**src/rtl/sync_pulse_scheduler.sv**
```systemverilog
// sync_pulse_scheduler
//   Fast-clock-side scheduler for ratio-based clock-domain crossings. It counts
//   fast cycles across each slow period (cfg_ratio+1 fast cycles) and emits the
//   synchronizer windows at fixed phases. Ratio updates and start/stop only take
//   effect on a period boundary, so a partial slow period is never produced.
//
// Ports
//   clk        in   fast clock, posedge
//   rst        in   asynchronous active-high reset
//   en         in   run request; dropping it stops at the next period boundary
//   cfg_ratio  in   requested ratio minus one
//   cfg_valid  in   ratio update request, held until cfg_ack
//   cfg_ack    out  one-cycle pulse, new ratio in effect from this cycle's period
//   slow_en    out  last fast cycle of each slow period
//   tx_sync    out  fast->slow launch window (same cycle as slow_en)
//   rx_sync    out  slow->fast capture window (first cycle of each period)
//   phase      out  current phase counter
//   running    out  high while in RUN
module sync_pulse_scheduler #(
    parameter int CNT_W = 4
) (
    input  logic             clk,
    input  logic             rst,
    input  logic             en,
    input  logic [CNT_W-1:0] cfg_ratio,
    input  logic             cfg_valid,
    output logic             cfg_ack,
    output logic             slow_en,
    output logic             tx_sync,
    output logic             rx_sync,
    output logic [CNT_W-1:0] phase,
    output logic             running
);

    typedef enum logic [0:0] {
        ST_IDLE = 1'b0,
        ST_RUN  = 1'b1
    } state_t;

    state_t           state_r;
    state_t           state_nxt_s;
    logic [CNT_W-1:0] phase_r;
    logic [CNT_W-1:0] phase_nxt_s;
    logic [CNT_W-1:0] ratio_r;
    logic [CNT_W-1:0] ratio_nxt_s;
    logic             block_r;
    logic             block_nxt_s;
    logic             load_s;
    logic             boundary_s;
    logic             slow_en_r;
    logic             rx_sync_r;
    logic             cfg_ack_r;
    logic             running_r;
    logic             slow_en_nxt_s;
    logic             rx_sync_nxt_s;
    logic             running_nxt_s;

    // Next state, next phase, ratio load decision and the next-cycle pulse values.
    // Pulses are computed from the next phase/ratio so the registered outputs line
    // up with the phase value they accompany.
    always_comb begin
        state_nxt_s   = state_r;
        phase_nxt_s   = phase_r;
        ratio_nxt_s   = ratio_r;
        load_s        = 1'b0;
        boundary_s    = 1'b0;
        block_nxt_s   = block_r;
        slow_en_nxt_s = 1'b0;
        rx_sync_nxt_s = 1'b0;
        running_nxt_s = 1'b0;

        case (state_r)
            ST_IDLE: begin
                load_s      = cfg_valid & ~block_r;
                phase_nxt_s = {CNT_W{1'b0}};
                if (en) begin
                    state_nxt_s = ST_RUN;
                end else begin
                    state_nxt_s = ST_IDLE;
                end
            end
            ST_RUN: begin
                boundary_s = (phase_r == ratio_r);
                if (boundary_s) begin
                    load_s      = cfg_valid & ~block_r;
                    phase_nxt_s = {CNT_W{1'b0}};
                    if (en) begin
                        state_nxt_s = ST_RUN;
                    end else begin
                        state_nxt_s = ST_IDLE;
                    end
                end else begin
                    phase_nxt_s = phase_r + {{(CNT_W-1){1'b0}}, 1'b1};
                    state_nxt_s = ST_RUN;
                end
            end
            default: begin
                state_nxt_s = ST_IDLE;
                phase_nxt_s = {CNT_W{1'b0}};
            end
        endcase

        if (load_s) begin
            ratio_nxt_s = cfg_ratio;
        end else begin
            ratio_nxt_s = ratio_r;
        end

        // A loaded request stays blocked until cfg_valid is seen low, so one
        // request held high past its ack is never accepted twice.
        if (load_s) begin
            block_nxt_s = 1'b1;
        end else if (!cfg_valid) begin
            block_nxt_s = 1'b0;
        end else begin
            block_nxt_s = block_r;
        end

        if (state_nxt_s == ST_RUN) begin
            running_nxt_s = 1'b1;
            rx_sync_nxt_s = (phase_nxt_s == {CNT_W{1'b0}});
            slow_en_nxt_s = (phase_nxt_s == ratio_nxt_s);
        end else begin
            running_nxt_s = 1'b0;
            rx_sync_nxt_s = 1'b0;
            slow_en_nxt_s = 1'b0;
        end
    end

    // State, counter, ratio and registered outputs.
    always_ff @(posedge clk or posedge rst) begin
        if (rst) begin
            state_r   <= ST_IDLE;
            phase_r   <= {CNT_W{1'b0}};
            ratio_r   <= {CNT_W{1'b0}};
            block_r   <= 1'b0;
            slow_en_r <= 1'b0;
            rx_sync_r <= 1'b0;
            cfg_ack_r <= 1'b0;
            running_r <= 1'b0;
        end else begin
            state_r   <= state_nxt_s;
            phase_r   <= phase_nxt_s;
            ratio_r   <= ratio_nxt_s;
            block_r   <= block_nxt_s;
            slow_en_r <= slow_en_nxt_s;
            rx_sync_r <= rx_sync_nxt_s;
            cfg_ack_r <= load_s;
            running_r <= running_nxt_s;
        end
    end

    assign phase   = phase_r;
    assign slow_en = slow_en_r;
    assign tx_sync = slow_en_r;
    assign rx_sync = rx_sync_r;
    assign cfg_ack = cfg_ack_r;
    assign running = running_r;

endmodule

```
**config.mk**
```make
export PLATFORM = sky130hd
export DESIGN_NAME = sync_pulse_scheduler
export DESIGN_NICKNAME = d
export VERILOG_FILES = /design/src/rtl/sync_pulse_scheduler.sv
export SDC_FILE = /design/constraint.sdc
export NUM_CORES = 1
export LEC_CHECK = 0
export ABC_AREA = 0
export BUFFER_PORTS_ARGS = -buffer_cell sky130_fd_sc_hd__buf_2
export CORE_ASPECT_RATIO = 1.1
export CORE_MARGIN = 3
export CORE_UTILIZATION = 45
export CTS_CLUSTER_DIAMETER = 60
export DETAILED_ROUTE_END_ITERATION = 10
export PLACE_DENSITY = 0.66
export SYNTH_ARGS = -nofsm -noshare
export SYNTH_HDL_FRONTEND = slang
export SYNTH_SLANG_ARGS = --single-unit
```
**constraint.sdc**
```tcl
create_clock -name clk -period 2.5 [get_ports clk]
set_clock_uncertainty 0.05 [all_clocks]
set_input_delay 0.375 -clock clk [delete_from_list [all_inputs] [get_ports clk]]
set_output_delay 0.375 -clock clk [all_outputs]
set_load 0.02 [all_outputs]
```
# Word-level counts from Yosys, hierarchy flattened

Cells that the tools add are included.

Bits in registers: 14
Input bits: 8
Output and inout port bits: 9
Logic and storage cells: 29

$add $sub $neg: 1
Equal/unequal tests: 3
Mux-type cells: 13
Bitwise logic cells: 3
Reduce and logical (&&, ||, !) cells: 1

Operators by type and width:

| cell                                           | number |
|---|---|
| equality test 4 bit                            | 2 |
| two-way mux 1 bit                              | 8 |
| two-way mux 4 bit                              | 2 |
| case mux 4 bit (2 select lines)                | 1 |
| adder 4 x 1 -> 4 bit (second input constant)   | 1 |
| zero test 4 bit                                | 1 |
| case mux 1 bit (2 select lines)                | 2 |
| != test 2 x 1 -> 1 bit (second input constant) | 1 |
| NOT 1 bit                                      | 2 |
| bitwise AND 1 bit                              | 1 |

# Logic depth before layout (Yosys ltp)

Gate-level depths: netlist of the first run.

Word-level depth: 7
Depth in mapped cells: 7
Depth with buffers taken out: 6

# Least setup slack after synthesis of the first run

No wires, ideal clock.

Kind: flip-flop to flip-flop
Start: reg phase_r[2], in the netlist phase[2]
End: reg ratio_r[2]
Library setup time: 0.127 ns
Data arrival time: 1.753 ns
Required time: 2.323 ns
Slack: 0.570 ns
Stages on the path, launching flop included: 7
Cells stage by stage: dfrtp_1 > buf_6 > xor2_1 > o41ai_4 > nand2_2 > clkinv_2 > mux2_1

Longest elaborated chain between the ends: 4

RTL lines:

| what                            | RTL line | text |
|---|---|---|
| start, declared                 | 42       | `logic [CNT_W-1:0] phase_r;` |
| start signal, assigned          | 134      | `phase_r <= {CNT_W{1'b0}};` |
| start signal, assigned          | 143      | `phase_r <= phase_nxt_s;` |
| equality test 4 bit             | 83       | `boundary_s = (phase_r == ratio_r);` |
| two-way mux 1 bit               | 84       | `if (boundary_s) begin` |
| case mux 1 bit (2 select lines) | 72       | `case (state_r)` |
| two-way mux 4 bit               | 103      | `if (load_s) begin` |
| net ratio_nxt_s[2]              | 45       | `logic [CNT_W-1:0] ratio_nxt_s;` |
| end signal, assigned            | 135      | `ratio_r <= {CNT_W{1'b0}};` |
| end signal, assigned            | 144      | `ratio_r <= ratio_nxt_s;` |
| end, declared                   | 44       | `logic [CNT_W-1:0] ratio_r;` |

The timed path passes the listed nets, and every way through them passes these cells.
A chain may end at the register's enable or synchronous reset.

# Worst setup path in the final report of the first run

Start: reg phase_r[3], in the netlist phase[3]
End: reg slow_en_r, in the netlist slow_en

Longest elaborated chain between the ends: 6

RTL lines:

| what                                                         | RTL line | text |
|---|---|---|
| branches (longest 5 deep; another with adder 4 x 1 -> 4 bit) | --       |  |
| two-way mux 1 bit *                                          | 119      | `if (state_nxt_s == ST_RUN) begin` |
| net slow_en_nxt_s                                            | 54       | `logic slow_en_nxt_s;` |
| end signal, assigned                                         | 146      | `slow_en_r <= slow_en_nxt_s;` |
| end, declared                                                | 50       | `logic slow_en_r;` |

Mark *: on every way through the listed nets, which the timed path passes.

==> impl_metrics.json, run 1 <==
{
  "yosysTopAreaCellShare_pct": 44.6,
  "synth_edf_count": 0,
  "hold_viol": 0,
  "grt_start_max_net_pins": 14,
  "postRouteAntennaNets": 0,
  "fin_ws_ns": 0.635,
  "synth.area.top_cells": "dfrtp_1 (45%), xnor2_1 (6.0%), xor2_1 (6.0%)",
  "cts.repair.resized": 0,
  "cts_setup_buffers": 0,
  "drt_iter0_drc": 5,
  "coreArea_mm2": 0.00144,
  "rsz0062_at_grt": "false",
  "antenna_found_initial": 0,
  "cp-start-kind": "flop",
  "globalplace.congestion": 0.766,
  "yosysUniqueCellTypes": 29,
  "die_x_um": 44.4,
  "cts_max_path_buffers": 2,
  "drive_gt1_share_pct": 25.6,
  "ctsRootBufferMaster": "clkbuf_4",
  "synthTopCellsByCount": "dfrtp_1 (13), nand2_1 (7), nor2_1 (6)",
  "synth_largest_area_cell": "dfrtp_1",
  "clock_sinks": 13,
  "diodes": 0,
  "worst_slew_pin_slew_ns": 0.489,
  "ctsHtreeMaxLevel": 1,
  "ctsHoldBuffers": 0,
  "via_count": 562,
  "hold_class": "in2async",
  "synth.avg_cell_area_um2": 9.99,
  "yosysSeqAreaShare_pct": 44.6,
  "fin_nets": 100,
  "drc": 0,
  "slew_headroom_pct": 67.4,
  "stdcell_count": 106,
  "p_leak_nw": 0.423,
  "yosysMostFrequentCell": "dfrtp_1",
  "cts_buffers": 3,
  "hold_slack_ns": 0.0573,
  "dp.cells": 102,
  "start_util_pct": 50.8,
  "fin_setup_tns_ns": 0,
  "status": "completed",
  "routed_wl_mm": 1.37,
  "ys.flop_type": "dfrtp_1",
  "die_y_um": 48.2,
  "postSynthCellCount": 73,
  "area_delta_synth_final_pct": 14.1,
  "postLayoutCellArea_um2": 832,
  "vias_per_cell": 5.30,
  "crit_arrival_ns": 2.03,
  "async_flop_share_pct": 100,
  "finalSetupViolations": 0,
  "io_buffers": 16,
  "power_density_mw_per_mm2": 1530,
  "critPathCaptureType": "flop",
  "worstPathRequired_ns": 2.67,
  "rows": 14,
  "grtUsageTotal_pct": 14.4,
  "finish.utilization_pct": 57.9,
  "grt_pass1_vias": 490,
  "clk_pin_slew_ns": 0.08,
  "rr_worst_depth": 6,
  "dpl_worst_slack_ns": 0.658,
  "fmax_ghz": 0.536,
  "slew_violations": 0,
  "place_hpwl_mm": 1.07,
  "post_dp_cell_area_um2": 806,
  "cts_tree": "yes",
  "total_power_mw": 1.28,
  "clkLatencyLatePin_ns": 0.27,
  "grt_pass1_wl_mm": 2.23,
  "wl_per_cell_um": 12.9,
  "critPathKind": "reg2reg",
  "die_area_mm2": 0.00214,
  "syn_nets": 82,
  "dr.pass1.iters": 4,
  "cp_max_fo": 13,
  "grt_overflow": 0,
  "drv_cap": 0,
  "worst_ir_drop_vdd_uv": 825,
  "synth-seq-cells": 13,
  "fin_crit_sh_pct": 74.6,
  "io_pins": 17,
  "post-route-min-period_ns": 1.87,
  "yosys_warnings": 0,
  "syn_area_um2": 729
}
-- worst paths after layout --
path                                     start                    to  slack (ns)
max                         phase[3]$_DFF_PP0_     slow_en$_DFF_PP0_        0.63
min                                        rst   block_r$_DFFE_PP0P_        0.06
max reg2reg                 phase[3]$_DFF_PP0_     slow_en$_DFF_PP0_        0.63
min reg2reg                block_r$_DFFE_PP0P_   block_r$_DFFE_PP0P_        0.45
max in group asynchronous                  rst    phase[2]$_DFF_PP0_        2.01
min in group clk                  cfg_ratio[0]  ratio_r[0]$_DFF_PP0_        0.26
-- cell families after synthesis --
kind of cell / Yosys count / synth area share [%]
AND/OR/NAND/NOR: 23 / 14.9
flip-flops: 13 / 44.6
multiplexers: 2 / 3.09
XOR/XNOR: 10 / 12.0
AO/OA/AOI/OAI: 14 / 16.1
adder cells (fa/ha/maj): 1 / 1.71
buffers and inverters: 10 / 7.55
-- cells in the final DEF, fill, tap and decap left out --
| cell | n |
|---|---|
| a21oi_1 | 2 |
| a22oi_1 | 1 |
| a2bb2oi_1 | 1 |
| a31oi_1 | 2 |
| buf_2 | 16 |
| buf_4 | 1 |
| clkbuf_1 | 1 |
| clkbuf_4 | 3 |
| clkinv_2 | 1 |
| dfrtp_1 | 13 |
| ha_1 | 1 |
| inv_1 | 5 |
| mux2_1 | 2 |
| nand2_1 | 7 |
| nand2_2 | 1 |
| nand2b_1 | 2 |
| nand3_1 | 1 |
| nor2_1 | 6 |
| nor2b_1 | 1 |
| nor3_1 | 2 |
| nor3b_1 | 1 |
| o211a_1 | 1 |
| o211ai_1 | 2 |
| o21a_1 | 1 |
| o21ai_1 | 2 |
| o41ai_1 | 1 |
| o41ai_4 | 1 |
| or3_1 | 2 |
| xnor2_1 | 5 |
| xor2_1 | 5 |
-- routing by layer --
layer | track usage (%) | routed length, um | vias to the layer above
met1 | 18.6 | 603 | 256
met3 | 2.21 | 90 | 4
met2 | 23.8 | 654 | 23
met4 | 7.23 | 20 | 0
li1 | - | - | 279
met5 | 0 | 0 | -
-- area by class of cell --
cell class                      instances  area (um2)
Inverter                                6        23.8
Multi-Input combinational cell         50         349
Tap cell                               16        20.0
Fill cell                             134         604
Clock buffer                            4        26.3
Timing Repair Buffer                   17        87.6
Sequential cell                        13         325
-- worst max-delay path, cell delays in order, from the launching register on --
cell	delay [ns]
dfrtp_1	0.49
xor2_1	0.28
o41ai_4	0.12
buf_4	0.19
or3_1	0.36
a22oi_1	0.16
o211a_1	0.16
-- registers in the layout, indices dropped and copies added, names as in the netlist --
register	flops
block_r	1
ratio_r	4
phase	4
cfg_ack	1
rx_sync	1
running	1
slow_en	1
-- where the power goes --
part / internal [mW] / switching (mW) / total [mW]
sequential: 0.304 / 0.120 / 0.424
clock: 0.0618 / 0.0665 / 0.128
combinational: 0.317 / 0.407 / 0.724
total: 0.683 / 0.593 / 1.28
Note: power is estimated with default switching activity, not from simulation.
==> run 2: changes to the inputs <==
--- a/config.mk
+++ b/config.mk
@@ -12,7 +12,7 @@
 export CORE_UTILIZATION = 45
 export CTS_CLUSTER_DIAMETER = 60
 export DETAILED_ROUTE_END_ITERATION = 10
-export PLACE_DENSITY = 0.66
+export PLACE_DENSITY = 0.68
 export SYNTH_ARGS = -nofsm -noshare
 export SYNTH_HDL_FRONTEND = slang
 export SYNTH_SLANG_ARGS = --single-unit
==> constraint.sdc (replaced) <==
create_clock -name clk -period 1.61 [get_ports clk]
set_clock_uncertainty 0.05 [all_clocks]
set_input_delay 0.2415 -clock clk [delete_from_list [all_inputs] [get_ports clk]]
set_output_delay 0.2415 -clock clk [all_outputs]
set_load 0.02 [all_outputs]
==> run 2 against run 1 <==
  * The run now ends with negative setup slack left
  * Worst hold slack better by 0.063 ns
  * Register-to-register slack worse by 0.79 ns
  * Final area is 23% higher
  * Routed wire length is 20% higher
  * Sequential cell count stayed put
  * Clock power is 62% higher
  * Die area stayed put
  * Via count is 9.3% higher
  * Total power is 97% higher
==> impl_metrics.json, run 2 (synthesized netlist as in run 1, its figures left out) <==
{
  "final_common_cell": "buf_4",
  "start_util_pct": 50.8,
  "globalplace.congestion": 0.793,
  "worstPathRequired_ns": 1.73,
  "coreArea_mm2": 0.00144,
  "worst_ir_drop_vdd_uv": 1430,
  "status": "complete, but fails checks",
  "nFillCells": 108,
  "ctsHtreeMaxLevel": 1,
  "critPathTopFamily": "flip-flops",
  "place_hpwl_mm": 1.24,
  "p_leak_nw": 0.519,
  "critPathKind": "reg2reg",
  "area_delta_synth_final_pct": 40.0,
  "wl_per_cell_um": 13.4,
  "rows": 14,
  "drc": 0,
  "diodes": 0,
  "hold_viol": 0,
  "io_buffers": 16,
  "violations": "negative setup slack",
  "via_count": 614,
  "hold_class": "in2reg",
  "crit_slowest_cell": "dfrtp_1",
  "rr_worst_depth": 5,
  "worst_slew_pin_slew_ns": 0.508,
  "clock_sinks": 13,
  "cts_buffers": 3,
  "grt_pass1_vias": 562,
  "reg2reg_slack_ns": -0.15,
  "fin_nets": 117,
  "worstPathCellList": "xor2_2 > o41ai_4 > nand2_2 > clkinv_4 > mux2_4",
  "critPathCaptureType": "flop",
  "min_path_cells": 3,
  "finalSetupViolations": 5,
  "postRouteAntennaNets": 0,
  "ctsRootBufferMaster": "clkbuf_4",
  "worstReg2RegEnd": "ratio_r[2]$_DFF_PP0_",
  "drt_iter0_drc": 10,
  "final_cell_mix": "buf_4 (17), buf_2 (16), dfrtp_1 (10), nand2_1 (7), nor2_1 (6)",
  "cts_max_path_buffers": 2,
  "cpPeakStageDelay_ns": 0.43,
  "hold_end": "ratio_r[0]$_DFF_PP0_",
  "min_from": "cfg_ratio[0]",
  "crit_arrival_ns": 1.88,
  "dr.pass1.iters": 4,
  "antenna_found_initial": 0,
  "grt_pass1_wl_mm": 2.54,
  "post_dp_cell_area_um2": 948,
  "die_area_mm2": 0.00214,
  "drive_gt1_share_pct": 47.7,
  "fin_crit_sh_pct": 109,
  "grt_overflow": 0,
  "postLayoutCellArea_mm2": 0.00102,
  "finish.utilization_pct": 71.1,
  "drv_cap": 0,
  "slew_violations": 0,
  "power_density_mw_per_mm2": 2460,
  "die_y_um": 48.2,
  "cts_tree": "yes",
  "fmax_ghz": 0.568,
  "grtUsageTotal_pct": 17.6,
  "total_power_mw": 2.52,
  "cp_max_fo": 4,
  "fin_ws_ns": -0.152,
  "io_pins": 17,
  "post-route-min-period_ns": 1.76,
  "timing.rr.start": "ratio_r[0]$_DFF_PP0_",
  "rsz0062_at_grt": "true",
  "die_x_um": 44.4,
  "vias_per_cell": 4.99,
  "cp_num_buf_inv": 1,
  "clk_pin_slew_ns": 0.08,
  "cp-start-kind": "flop",
  "grt_start_max_net_pins": 14,
  "cp-startpoint": "ratio_r[0]$_DFF_PP0_",
  "clkLatencyLatePin_ns": 0.28,
  "slew_headroom_pct": 66.1,
  "routed_wl_mm": 1.65,
  "fin_setup_tns_ns": -0.448
}
run 2: cell types whose count changed in the layout (fill, tap and decap cells not counted), sizes merged:
| cell | before | now |
|---|---|---|
| dlygate4sd3 | 0 | 1 |
| buf | 17 | 33 |
run 2: cell type report:
| class | count | area [um2] | share of cell area [%] |
|---|---|---|---|
| flip-flops and latches | 13 | 329 | 32.2 |
| multi-input cells | 50 | 400 | 39.2 |
| repair buffers | 34 | 218 | 21.3 |
| well taps | 16 | 20.0 | 1.96 |
| clock buffers | 4 | 26.3 | 2.57 |
| inverters | 6 | 27.5 | 2.70 |
run 2: power by group:
part           internal [mW]  switching (mW)
Combinational          0.862           0.831
Sequential             0.479           0.136
Clock                 0.0962           0.111
Total                   1.44            1.08
run 2: layer usage:
layer  global-route usage, %  up-vias  wire length (um)
li1                        -      312                 -
met1                    21.4      283               727
met2                    28.2       15               815
met3                    3.69        4                69
met4                    12.7        0                37
met5                       0        -                 0
run 2: metrics by stage:
| step | instances | hold slack, ns | setup WS [ns] |
|---|---|---|---|
| final | 123 | 0.120 | -0.152 |
| after global routing | 123 | 0.132 | -0.219 |
| after CTS | 122 | 0.109 | -0.124 |
| after detailed placement | 117 | 0.247 | -0.107 |
| after global placement | 117 | 0.241 | -0.104 |
| after floorplan | 73 | 0.0683 | -0.192 |
run 2: how the worst max path moves through the flow:
| stage | to | slack (ns) | cells past startpoint |
|---|---|---|---|
| 6_report | ratio_r[2]$_DFF_PP0_ | -0.15 | 5 |
| 5_1_grt | slow_en$_DFF_PP0_ | -0.22 | 6 |
| 4_1_cts | ratio_r[2]$_DFF_PP0_ | -0.12 | 5 |
| 3_5_place_dp | slow_en$_DFF_PP0_ | -0.11 | 6 |
| 3_3_place_gp | slow_en$_DFF_PP0_ | -0.10 | 6 |
| 2_1_floorplan | ratio_r[2]$_DFF_PP0_ | -0.19 | 6 |
run 2: tightest hold or removal path: cells and delay by family:
| kind | cells | cell delay [ns] |
|---|---|---|
| buf+inv | 1 | 0.09 |
| simple gates | 2 | 0.09 |
run 2: repair_timing:
| action | in CTS | in global routing |
|---|---|---|
| pin swaps | 2 | 4 |
| hold buffers | 1 | 0 |
| endpoints found under the hold margin | 13 | 0 |
| resized for setup | 2 | 3 |
| buffers inserted | 0 | 1 |
| endpoints found under the setup margin | 5 | 5 |
==> run 3: changes to the inputs <==
==> constraint.sdc (replaced) <==
create_clock -name clk -period 1.5 [get_ports clk]
set_clock_uncertainty 0.05 [all_clocks]
set_input_delay 0.225 -clock clk [delete_from_list [all_inputs] [get_ports clk]]
set_output_delay 0.225 -clock clk [all_outputs]
set_load 0.02 [all_outputs]
==> run 3 against run 2 <==
  * Non-clock buffer count unchanged
  * Worst hold slack worse by 0.011 ns
  * Register-to-register slack worse by 0.09 ns
  * Total power is 9.2% higher
  * Clock power increased by 6%
  * The flow still finishes with violations (negative setup slack)
  * Final area is 2.2% higher
  * Count of clock-buffer cells in the layout did not move
  * Fmax increased by 0.96%
  * First-iteration DRC count fell by 50%
  * Via count increased by 7.8%
  * Sequential power rose by 7.2%
  * Final cell count stayed put
  * Highest routed layer unchanged
==> impl_metrics.json, run 3 (synthesized netlist as in run 1, its figures left out) <==
{
  "status": "complete, but fails checks",
  "violations": "negative setup slack",
  "fin_nets": 117,
  "wl_per_cell_um": 13.5,
  "final_cell_mix": "buf_2 (16), buf_4 (15), dfrtp_1 (10), nor2_1 (6), inv_1 (5)",
  "die_area_mm2": 0.00214,
  "crit_slowest_cell": "dfrtp_1",
  "hold_slack_ns": 0.109,
  "fin_crit_sh_pct": 116,
  "cp_max_fo": 4,
  "coreArea_mm2": 0.00144,
  "rows": 14,
  "cts_max_path_buffers": 2,
  "ctsRootBufferMaster": "clkbuf_4",
  "start_util_pct": 50.8,
  "critPathKind": "reg2reg",
  "worst_ir_drop_vdd_uv": 1430,
  "grtUsageTotal_pct": 18.1,
  "drc": 0,
  "grt_start_max_net_pins": 14,
  "globalplace.congestion": 0.806,
  "area_delta_synth_final_pct": 43.1,
  "antenna_found_initial": 0,
  "clock_sinks": 13,
  "place_hpwl_mm": 1.29,
  "cts_buffers": 3,
  "grt_overflow": 0,
  "fmax_ghz": 0.573,
  "grt_pass1_wl_mm": 2.60,
  "rsz0062_at_grt": "true",
  "critPathCaptureType": "flop",
  "post_dp_cell_area_um2": 956,
  "worstPathCellList": "xor2_2 > o41ai_4 > nand2_2 > clkinv_4 > mux2_4",
  "clk_pin_slew_ns": 0.08,
  "grt_pass1_vias": 572,
  "hold_class": "in2reg",
  "drt_iter0_drc": 5,
  "p_leak_nw": 0.521,
  "io_buffers": 16,
  "nFillCells": 111,
  "cp-start-kind": "flop",
  "postRouteAntennaNets": 0,
  "die_x_um": 44.4,
  "via_count": 662,
  "routed_wl_mm": 1.66,
  "dr.pass1.iters": 2,
  "fin_setup_tns_ns": -0.909,
  "diodes": 0,
  "postLayoutCellArea_mm2": 0.00104,
  "slew_violations": 0,
  "die_y_um": 48.2,
  "critPathTopFamily": "flip-flops",
  "drive_gt1_share_pct": 51.4,
  "total_power_mw": 2.75,
  "power_density_mw_per_mm2": 2630,
  "worstPathRequired_ns": 1.61,
  "dpl_worst_slack_ns": -0.255,
  "vias_per_cell": 5.38,
  "drv_cap": 0,
  "cts_tree": "yes",
  "io_pins": 17,
  "post-route-min-period_ns": 1.75,
  "final_common_cell": "buf_2",
  "cp_num_buf_inv": 1,
  "crit_arrival_ns": 1.86,
  "clkLatencyLatePin_ns": 0.28,
  "slew_headroom_pct": 65.4,
  "fin_ws_ns": -0.245,
  "worst_slew_pin_slew_ns": 0.519,
  "hold_viol": 0,
  "cpPeakStageDelay_ns": 0.43,
  "finalSetupViolations": 7,
  "ctsHtreeMaxLevel": 1
}
==> run 3: changes by cell type in the layout (fill, tap and decap cells not counted) <==
cell and change:
o41ai_1 -1, nand2_2 +3, buf_6 +2, buf_4 -2, o21ai_2 +1, o21ai_1 -1
o41ai_2 +1, mux2_1 +1, mux2_4 -1, nand2_1 -3
==> run 3: repair_timing <==
item	4_1_cts	5_1_grt
setup endpoints to repair	7	13
endpoints found under the hold margin	13	0
resized for setup	7	5
cloned	0	0
hold buffers	1	0
buffers inserted	2	1
pin swaps	2	2
==> run 3: layout make-up <==
| type | count | area, um2 | area share, % |
|---|---|---|---|
| Clock buffer | 4 | 26.3 | 2.52 |
| Inverter | 6 | 27.5 | 2.64 |
| Multi-Input combinational cell | 50 | 415 | 39.8 |
| Sequential cell | 13 | 329 | 31.5 |
| Tap cell | 16 | 20.0 | 1.92 |
| Timing Repair Buffer | 34 | 225 | 21.6 |
==> run 3: path summary, 6_finish.rpt <==
| kind | from | to | slack [ns] | cells past startpoint |
|---|---|---|---|---|
| setup / recovery | ratio_r[1]$_DFF_PP0_ | ratio_r[2]$_DFF_PP0_ | -0.25 | 5 |
| min in group asynchronous | rst | running$_DFF_PP0_ | 0.48 | 3 |
| setup reg to reg | ratio_r[1]$_DFF_PP0_ | ratio_r[2]$_DFF_PP0_ | -0.25 | 5 |
| hold reg to reg | block_r$_DFFE_PP0P_ | block_r$_DFFE_PP0P_ | 0.45 | 1 |
| max in group asynchronous | rst | phase[3]$_DFF_PP0_ | 0.55 | 3 |
| hold / removal | cfg_valid | block_r$_DFFE_PP0P_ | 0.11 | 2 |
==> run 3: per-stage QoR <==
stage,std cells,utilization [%]
global placement,118,66.6
finish,123,72.6
floorplan,73,-
detailed placement,118,66.6
CTS,124,72.3
global route,123,72.6
==> run 3: power breakdown <==
| part | total, mW | internal [mW] | switching [mW] |
|---|---|---|---|
| sequential | 0.659 | 0.514 | 0.144 |
| clock | 0.220 | 0.103 | 0.117 |
| combinational | 1.87 | 0.940 | 0.928 |
==> run 3: worst register-to-register path, delay by kind of cell (launching register included) <==
kind / cells / cell delay [ns]
compound gates: 1 / 0.40
simple gates: 1 / 0.17
mux: 1 / 0.29
xor+xnor: 1 / 0.20
buf+inv: 1 / 0.09
flops: 1 / 0.43
==> run 3: layer usage <==
metal / vias up / GRT usage [%] / share of wire [%] / routed length (um)
li1: 309 / - / - / -
met1: 333 / 23.3 / 43 / 721
met2: 16 / 28.8 / 50 / 832
met3: 4 / 4.43 / 4.6 / 77
met5: - / 0 / 0 / 0
met4: 0 / 9.04 / 1.7 / 29
